--- src/rtl/shift_norm.sv ---
// shift_norm - iterative one-bit-per-clock normalizer for the 16-bit datapath.
//
// Shifts an operand toward bit 15 (left, leading-zero count) or toward bit 0
// (right, trailing-zero count) until the target bit is set. It then reports
// the normalized value and the number of shifts taken. The control unit drives
// it through a start/done/ack handshake.
//
// Ports:
//   clk    in   1   system clock, rising edge
//   rst    in   1   synchronous active-high reset
//   In     in  16   operand, sampled on an accepted start
//   Dir    in   1   0 = normalize left (target bit 15), 1 = normalize right (target bit 0)
//   start  in   1   request, accepted only in IDLE
//   ack    in   1   result consumed, honoured only in DONE
//   busy   out  1   high in RUN and DONE
//   done   out  1   high in DONE; Out/Cnt valid
//   Out    out 16   normalized value
//   Cnt    out  5   shift count, 0..16 (16 only for a zero operand)
module shift_norm (
  input  logic        clk,
  input  logic        rst,
  input  logic [15:0] In,
  input  logic        Dir,
  input  logic        start,
  input  logic        ack,
  output logic        busy,
  output logic        done,
  output logic [15:0] Out,
  output logic [4:0]  Cnt
);

  typedef enum logic [1:0] {
    IDLE = 2'd0,
    RUN  = 2'd1,
    DONE = 2'd2
  } state_t;

  state_t      state;
  logic [15:0] val;
  logic [4:0]  cnt;
  logic        dir;

  // Next value of val while in RUN, and whether it lands on the target bit.
  logic [15:0] shifted;
  logic        shifted_hit;
  // Whether a freshly presented operand is already normalized.
  logic        in_hit;

  // NOTE: always_comb gives every output a value on every path, so no latch is inferred.
  always_comb begin
    shifted     = dir ? {1'b0, val[15:1]} : {val[14:0], 1'b0};
    shifted_hit = dir ? shifted[0] : shifted[15];
    in_hit      = Dir ? In[0] : In[15];
  end

  // NOTE: all state is updated with non-blocking assignments so every register
  // samples the pre-edge values of the others.
  always_ff @(posedge clk) begin
    if (rst) begin
      state <= IDLE;
      val   <= '0;
      cnt   <= '0;
      dir   <= 1'b0;
      busy  <= 1'b0;
      done  <= 1'b0;
    end else begin
      unique case (state)
        IDLE: begin
          if (start) begin
            dir  <= Dir;
            busy <= 1'b1;
            if (In == 16'h0000) begin
              // Nothing to find: report the full width as the count.
              val   <= '0;
              cnt   <= 5'd16;
              state <= DONE;
              done  <= 1'b1;
            end else if (in_hit) begin
              val   <= In;
              cnt   <= '0;
              state <= DONE;
              done  <= 1'b1;
            end else begin
              val   <= In;
              cnt   <= '0;
              state <= RUN;
            end
          end
        end

        RUN: begin
          // val is never zero here, so this terminates within 15 shifts.
          val <= shifted;
          cnt <= cnt + 5'd1;
          if (shifted_hit) begin
            state <= DONE;
            done  <= 1'b1;
          end
        end

        DONE: begin
          // A coincident start is dropped; only ack matters here.
          if (ack) begin
            state <= IDLE;
            busy  <= 1'b0;
            done  <= 1'b0;
          end
        end

        default: begin
          state <= IDLE;
          busy  <= 1'b0;
          done  <= 1'b0;
        end
      endcase
    end
  end

  assign Out = val;
  assign Cnt = cnt;

endmodule
--- config.mk ---
export PLATFORM = sky130hd
export DESIGN_NAME = shift_norm
export DESIGN_NICKNAME = d
export VERILOG_FILES = /design/src/rtl/shift_norm.sv
export SDC_FILE = /design/constraint.sdc
export NUM_CORES = 1
export LEC_CHECK = 0
export CORE_UTILIZATION = 40
export CTS_CLUSTER_SIZE = 10
export DETAILED_ROUTE_END_ITERATION = 10
export PLACE_DENSITY = 0.74
export SKIP_LAST_GASP = 1
export SLEW_MARGIN = 20
export SYNTH_ARGS = -nofsm -noshare
export SYNTH_HDL_FRONTEND = slang
export SYNTH_SLANG_ARGS = --single-unit
export TNS_END_PERCENT = 20
--- constraint.sdc ---
create_clock -name clk -period 4.76 [get_ports clk]
set_clock_uncertainty 0.1 [all_clocks]
set_input_delay 0.476 -clock clk [delete_from_list [all_inputs] [get_ports clk]]
set_output_delay 0.476 -clock clk [all_outputs]
set_load 0.005 [all_outputs]
Word-level counts from Yosys, hierarchy flattened
Cells that the tools add are included.
{"block": "totals", "ff_bits": 26, "in_bits": 21}
{"block": "op_classes", "n_addsub": 1, "eq_ne": 6, "muxes": 23, "bitwise_logic": 1, "reduce_logical": 8}
{"cell": "$mux W16", "n": 3}
{"cell": "$pmux W16 S2", "n": 1}
{"cell": "$logic_not A16 Y1", "n": 1}
{"cell": "$mux W2", "n": 5}
{"cell": "$mux W5", "n": 2}
{"cell": "$pmux W5 S2", "n": 1}
{"cell": "$mux W1", "n": 8}
{"cell": "$ne A2 B2 Y1 const B", "n": 3}
{"cell": "$pmux W1 S3", "n": 2}
{"cell": "$pmux W2 S3", "n": 1}
{"cell": "$reduce_and A3 Y1", "n": 2}
{"cell": "$add A5 B1 Y5 const B", "n": 1}
{"cell": "$reduce_and A2 Y1", "n": 2}
{"cell": "$reduce_and A4 Y1", "n": 1}
{"cell": "$ne A3 B3 Y1 const B", "n": 1}
{"cell": "$eq A2 B1 Y1 const B", "n": 1}
{"cell": "$eq A2 B2 Y1 const B", "n": 1}
{"cell": "$logic_not A2 Y1", "n": 1}
{"cell": "$reduce_bool A2 Y1", "n": 1}
{"cell": "$not A1 Y1", "n": 1}

Longest topological paths before layout
{"block": "depth", "ltp_word": 5, "depth_mapped": 7, "ltp_nobuf": 4}

Worst setup path after synthesis
Ideal clock, no wire load.
{"block": "synth_path", "kind": "input to register", "startpoint": "input In[3]", "endpoint": "register done", "setup_time_ps": 121, "t_arrival_ps": 1459, "t_required_ps": 4539, "slack_ps": 3079, "cell_stages": 4, "path_cell_list": "nor4_4 nand4_1 a31oi_2 mux2_4"}
{"block": "synth_via", "elab_chain_len": 4, "elab_cells_between_ends": 6, "cone_classes": "eq/ne (1); mux (3); reduce/logical (2)"}
{"element": "start, declared", "line_no": "22", "text": "input logic [15:0] In,"}
{"element": "$logic_not A16 Y1 (*)", "line_no": "72", "text": "if (In == 16'h0000) begin"}
{"element": "$mux W1", "line_no": "72"}
{"element": "$mux W1", "line_no": "69", "text": "if (start) begin"}
{"element": "$pmux W1 S3", "line_no": "67", "text": "unique case (state)"}
{"element": "end signal, assigned", "line_no": "65", "text": "done <= 1'b0;"}
{"element": "end signal, assigned", "line_no": "77", "text": "done <= 1'b1;"}
{"element": "end signal, assigned", "line_no": "82", "text": "done <= 1'b1;"}
{"element": "end, declared", "line_no": "27", "text": "output logic done,"}
Mark *: on every way between the ends. The rest lies on a longest branch, timed or not. The select of a mux whose other input is x is not followed.
A chain may end at the register's enable or synchronous reset.

Final worst setup path
{"block": "layout_path", "startpoint": "input start", "endpoint": "register cnt[4], in the netlist Cnt[4]"}
{"block": "layout_via", "elab_chain_len": 2}
{"element": "start, declared", "line_no": "24", "text": "input logic start,"}
{"element": "$ne A2 B2 Y1 (no source line)"}
{"element": "$reduce_and A2 Y1 (no source line)"}
{"element": "end signal, assigned", "line_no": "94", "text": "cnt <= cnt + 5'd1;"}
{"element": "end, declared", "line_no": "40", "text": "logic [4:0] cnt;"}
Every way passes these cells.

==> out/qor.txt <==
========================================================================================================
Hold WS                                                                                         0.375 ns
Origin of the worst min-delay path                                                                  busy
Highest achievable clock rate                                                                    468 MHz
Dominant cell type by area after synthesis                                                  sky130_fd_sc_hd__dfxtp_1
Clock Root Buffer                                                                           sky130_fd_sc_hd__clkbuf_8
Core Area                                                                                     3470 sq um
RSZ-0062 raised after global routing                                                               false
Synth area leaders                                                                          sky130_fd_sc_hd__dfxtp_1, sky130_fd_sc_hd__mux2i_1, sky130_fd_sc_hd__nor2_1
Starting utilization of the core area                                                              43.5%
P_sw                                                                                            0.315 mW
Number of buffers between clock root and the deepest sink                                              2
Run status                                                                                  finished, final reports clean
P&R area growth vs syn                                                                             28.8%
Most frequently used cell type in the post-synthesis netlist                                sky130_fd_sc_hd__dfxtp_1
Vias in the first global route                                                                      1274
Avg Cell Area, Syn                                                                            9.04 sq um
# clock sinks                                                                                         26
Number of endpoints with negative hold slack in the final report                                       0
Fin crit period                                                                                  2.14 ns
Setup Crit Path Kind                                                                           in -> reg
Power per cell area                                                                          436 nW/um^2
Net count after synthesis                                                                            189
Share of Yosys cell area claimed by the top area cell type                                         34.5%
Synth Instances                                                                                      167
Global-route wire length before repair                                                      5880 microns
Number of synthesized flops with an enable pin                                                         0
DRT iter0 DRCs                                                                                        72
Sum of negative setup slack                                                                         0 ns
Detail Placement HPWL                                                                       2540 microns
Peak fanout along the critical path                                                                   36
Layout cell share with drive strength beyond 1                                                     8.04%
Nature of the critical path startpoint                                                        input port
Slew HR                                                                                            30.7%
Via count of the routed design                                                                      1388
Post-route DRC                                                                                         0
Buffer count from post-CTS setup fixing                                                                0
Total wire length after detailed routing                                                    3720 microns
Reg2Reg Depth                                                                                          4
Ant. Diodes                                                                                            0
Proportion of register bits with asynchronous set or reset after synthesis                            0%
Part of the power in registers                                                                     40.6%
Global-route usage over all layers                                                                 18.3%
Final nets                                                                                           223
Worst IR Drop VDD                                                                               0.191 mV
Final critical-path share of the clock period                                                      44.9%
Main flop type after synthesis                                                              sky130_fd_sc_hd__dfxtp_1
CP Data Arrival Time                                                                             2.20 ns
Measured slew at the worst slew-check pin                                                        1.04 ns
Net switching fraction of the power                                                                37.2%
Power Internal                                                                                  0.533 mW
Number of buffers inserted by hold repair at cts                                                       0
Post-Synthesis Cell Area                                                                      1510 sq um
Maximum number of pins on one net before global-route repair                                          37
RePlAce Congestion                                                                                 0.834
Required time worst endpoint                                                                     4.82 ns
Layout Utilization                                                                                 56.1%
Synthesis-stage register bit count                                                                    26
Sequential share of the synthesized area                                                           34.5%
Worst setup slack for register-to-register paths                                                 2.66 ns
Die extent in x                                                                             63.4 microns
Number of cell rows                                                                                   21
Crit path to                                                                                      Cnt[4]
Critical Path Source                                                                               start
Endpoint type of the worst setup path                                                           register
Pre-antenna DRT Iters                                                                                  4
End of the worst register-to-register path                                                          done
Remaining Overflow, GRT                                                                                0
Top-level I/O count                                                                                   44
Number of antenna violations at the first check in global routing                                      0
Worst-case setup slack after placement                                                           2.38 ns
LEAKAGE                                                                                         0.654 nW
Detail-routed via count per cell                                                                    5.67
Die outline height                                                                          63.4 microns
Number of buffers added on ports                                                                      43
Post-route ant nets                                                                                    0
Top cells by instance count after synthesis                                                 sky130_fd_sc_hd__dfxtp_1, sky130_fd_sc_hd__nor2_1
Total clock buffers created by CTS                                                                     3
Clock network fraction of design power                                                             14.2%
Fillers                                                                                              335
Post-CTS clock slew at the launch and capture registers of the worst setup and hold paths        0.08 ns
Average wire per cell in the routed design                                                  15.2 microns
Area enclosed by the die boundary                                                             4030 sq um
Number of max-cap violations                                                                           0
Final Worst Setup Slack                                                                          2.62 ns
Worst flop-to-flop path startpoint                                                                   dir
Worst-skew pair later-pin latency                                                                0.26 ns
Number of warnings reported in the yosys synthesis log                                                 0
Clock tree from TritonCTS                                                                            yes
Power share of the combinational group                                                             45.2%
CTS resizes                                                                                            0
Number of distinct library cell variants in the gate-level netlist after synthesis                    36
Number of setup violations in the final report                                                         0
CTS H-tree depth                                                                                       1
Worst hold-check path type                                                                    reg -> reg
Pins over their slew limit                                                                             0
========================================================================================================
cell families (layout without fill, tap and decap cells):
group	count (synthesis)	count (layout)	share of synthesized area, %
flip-flops	26	26	34.5
multiplexers	18	18	12.3
AO/OA/AOI/OAI	47	47	22.0
buffers and inverters	15	47	6.46
XOR/XNOR	1	1	0.580
adder cells (fa/ha/maj)	1	1	0.828
AND/OR/NAND/NOR	59	59	23.3
cell usage in the layout (no fill, tap or decap), types with 2 or more instances in the layout:
cell type and count:
sky130_fd_sc_hd__mux2i_1 16, sky130_fd_sc_hd__a311oi_1 2, sky130_fd_sc_hd__nor2_1 25, sky130_fd_sc_hd__nand2_1 4
sky130_fd_sc_hd__nor2b_1 3, sky130_fd_sc_hd__nor3_1 16, sky130_fd_sc_hd__clkbuf_8 3, sky130_fd_sc_hd__a22oi_1 2
sky130_fd_sc_hd__nor4_4 4, sky130_fd_sc_hd__o21bai_1 2, sky130_fd_sc_hd__dfxtp_1 26, sky130_fd_sc_hd__a211oi_1 2
sky130_fd_sc_hd__clkdlybuf4s50_1 43, sky130_fd_sc_hd__a21oi_1 16, sky130_fd_sc_hd__o21ai_0 16
critical path: stages:
cell	delay, ns
sky130_fd_sc_hd__clkdlybuf4s50_1	0.55
sky130_fd_sc_hd__o21ba_2	0.60
sky130_fd_sc_hd__o21ai_0	0.24
sky130_fd_sc_hd__a221oi_2	0.32
layout make-up:
cell class,count,area (sq um),share of cell area [%]
inverter,1,3.75,0.193
tap,46,57.6,2.96
timing repair buffer,43,430,22.1
sequential,26,520,26.8
clock buffer,3,41.3,2.12
multi-input combinational,126,892,45.9
metal layers:
| layer | track usage, % | wire, microns |
|---|---|---|
| met1 | 24.9 | 1760 |
| met3 | 3.08 | 171 |
| met5 | 0 | 0 |
| met2 | 28.7 | 1770 |
| met4 | 6.53 | 27 |
power by group through the flow:
| stage | combinational [mW] | clock (mW) | sequential [mW] |
|---|---|---|---|
| finish | 0.384 | 0.121 | 0.344 |
| global route | 0.421 | 0.130 | 0.352 |
| global placement | 0.371 | 0 | 0.345 |
| CTS | 0.384 | 0.123 | 0.343 |
| detailed placement | 0.378 | 0 | 0.348 |
| floorplan | 0.272 | 0 | 0.320 |
sequential cells by signal, summed over array words and instances (netlist names):
name   flops
Cnt        5
Out       16
busy       1
dir        1
done       1
state      2
worst min path at each step:
stage / to / slack, ns / depth (start not counted)
global route: busy / 0.41 / 2
global placement: busy / 0.36 / 2
finish: busy / 0.37 / 2
CTS: busy / 0.38 / 2
detailed placement: busy / 0.37 / 2
floorplan: busy / 0.37 / 2
through the flow:
step	total power [mW]	instances	area, sq um
floorplan	0.592	167	1510
global placement	0.715	242	1900
detailed placement	0.726	242	1900
CTS	0.851	245	1950
global route	0.903	245	1950
finish	0.848	245	1950
No activity file was read; power rests on OpenSTA's default activity.
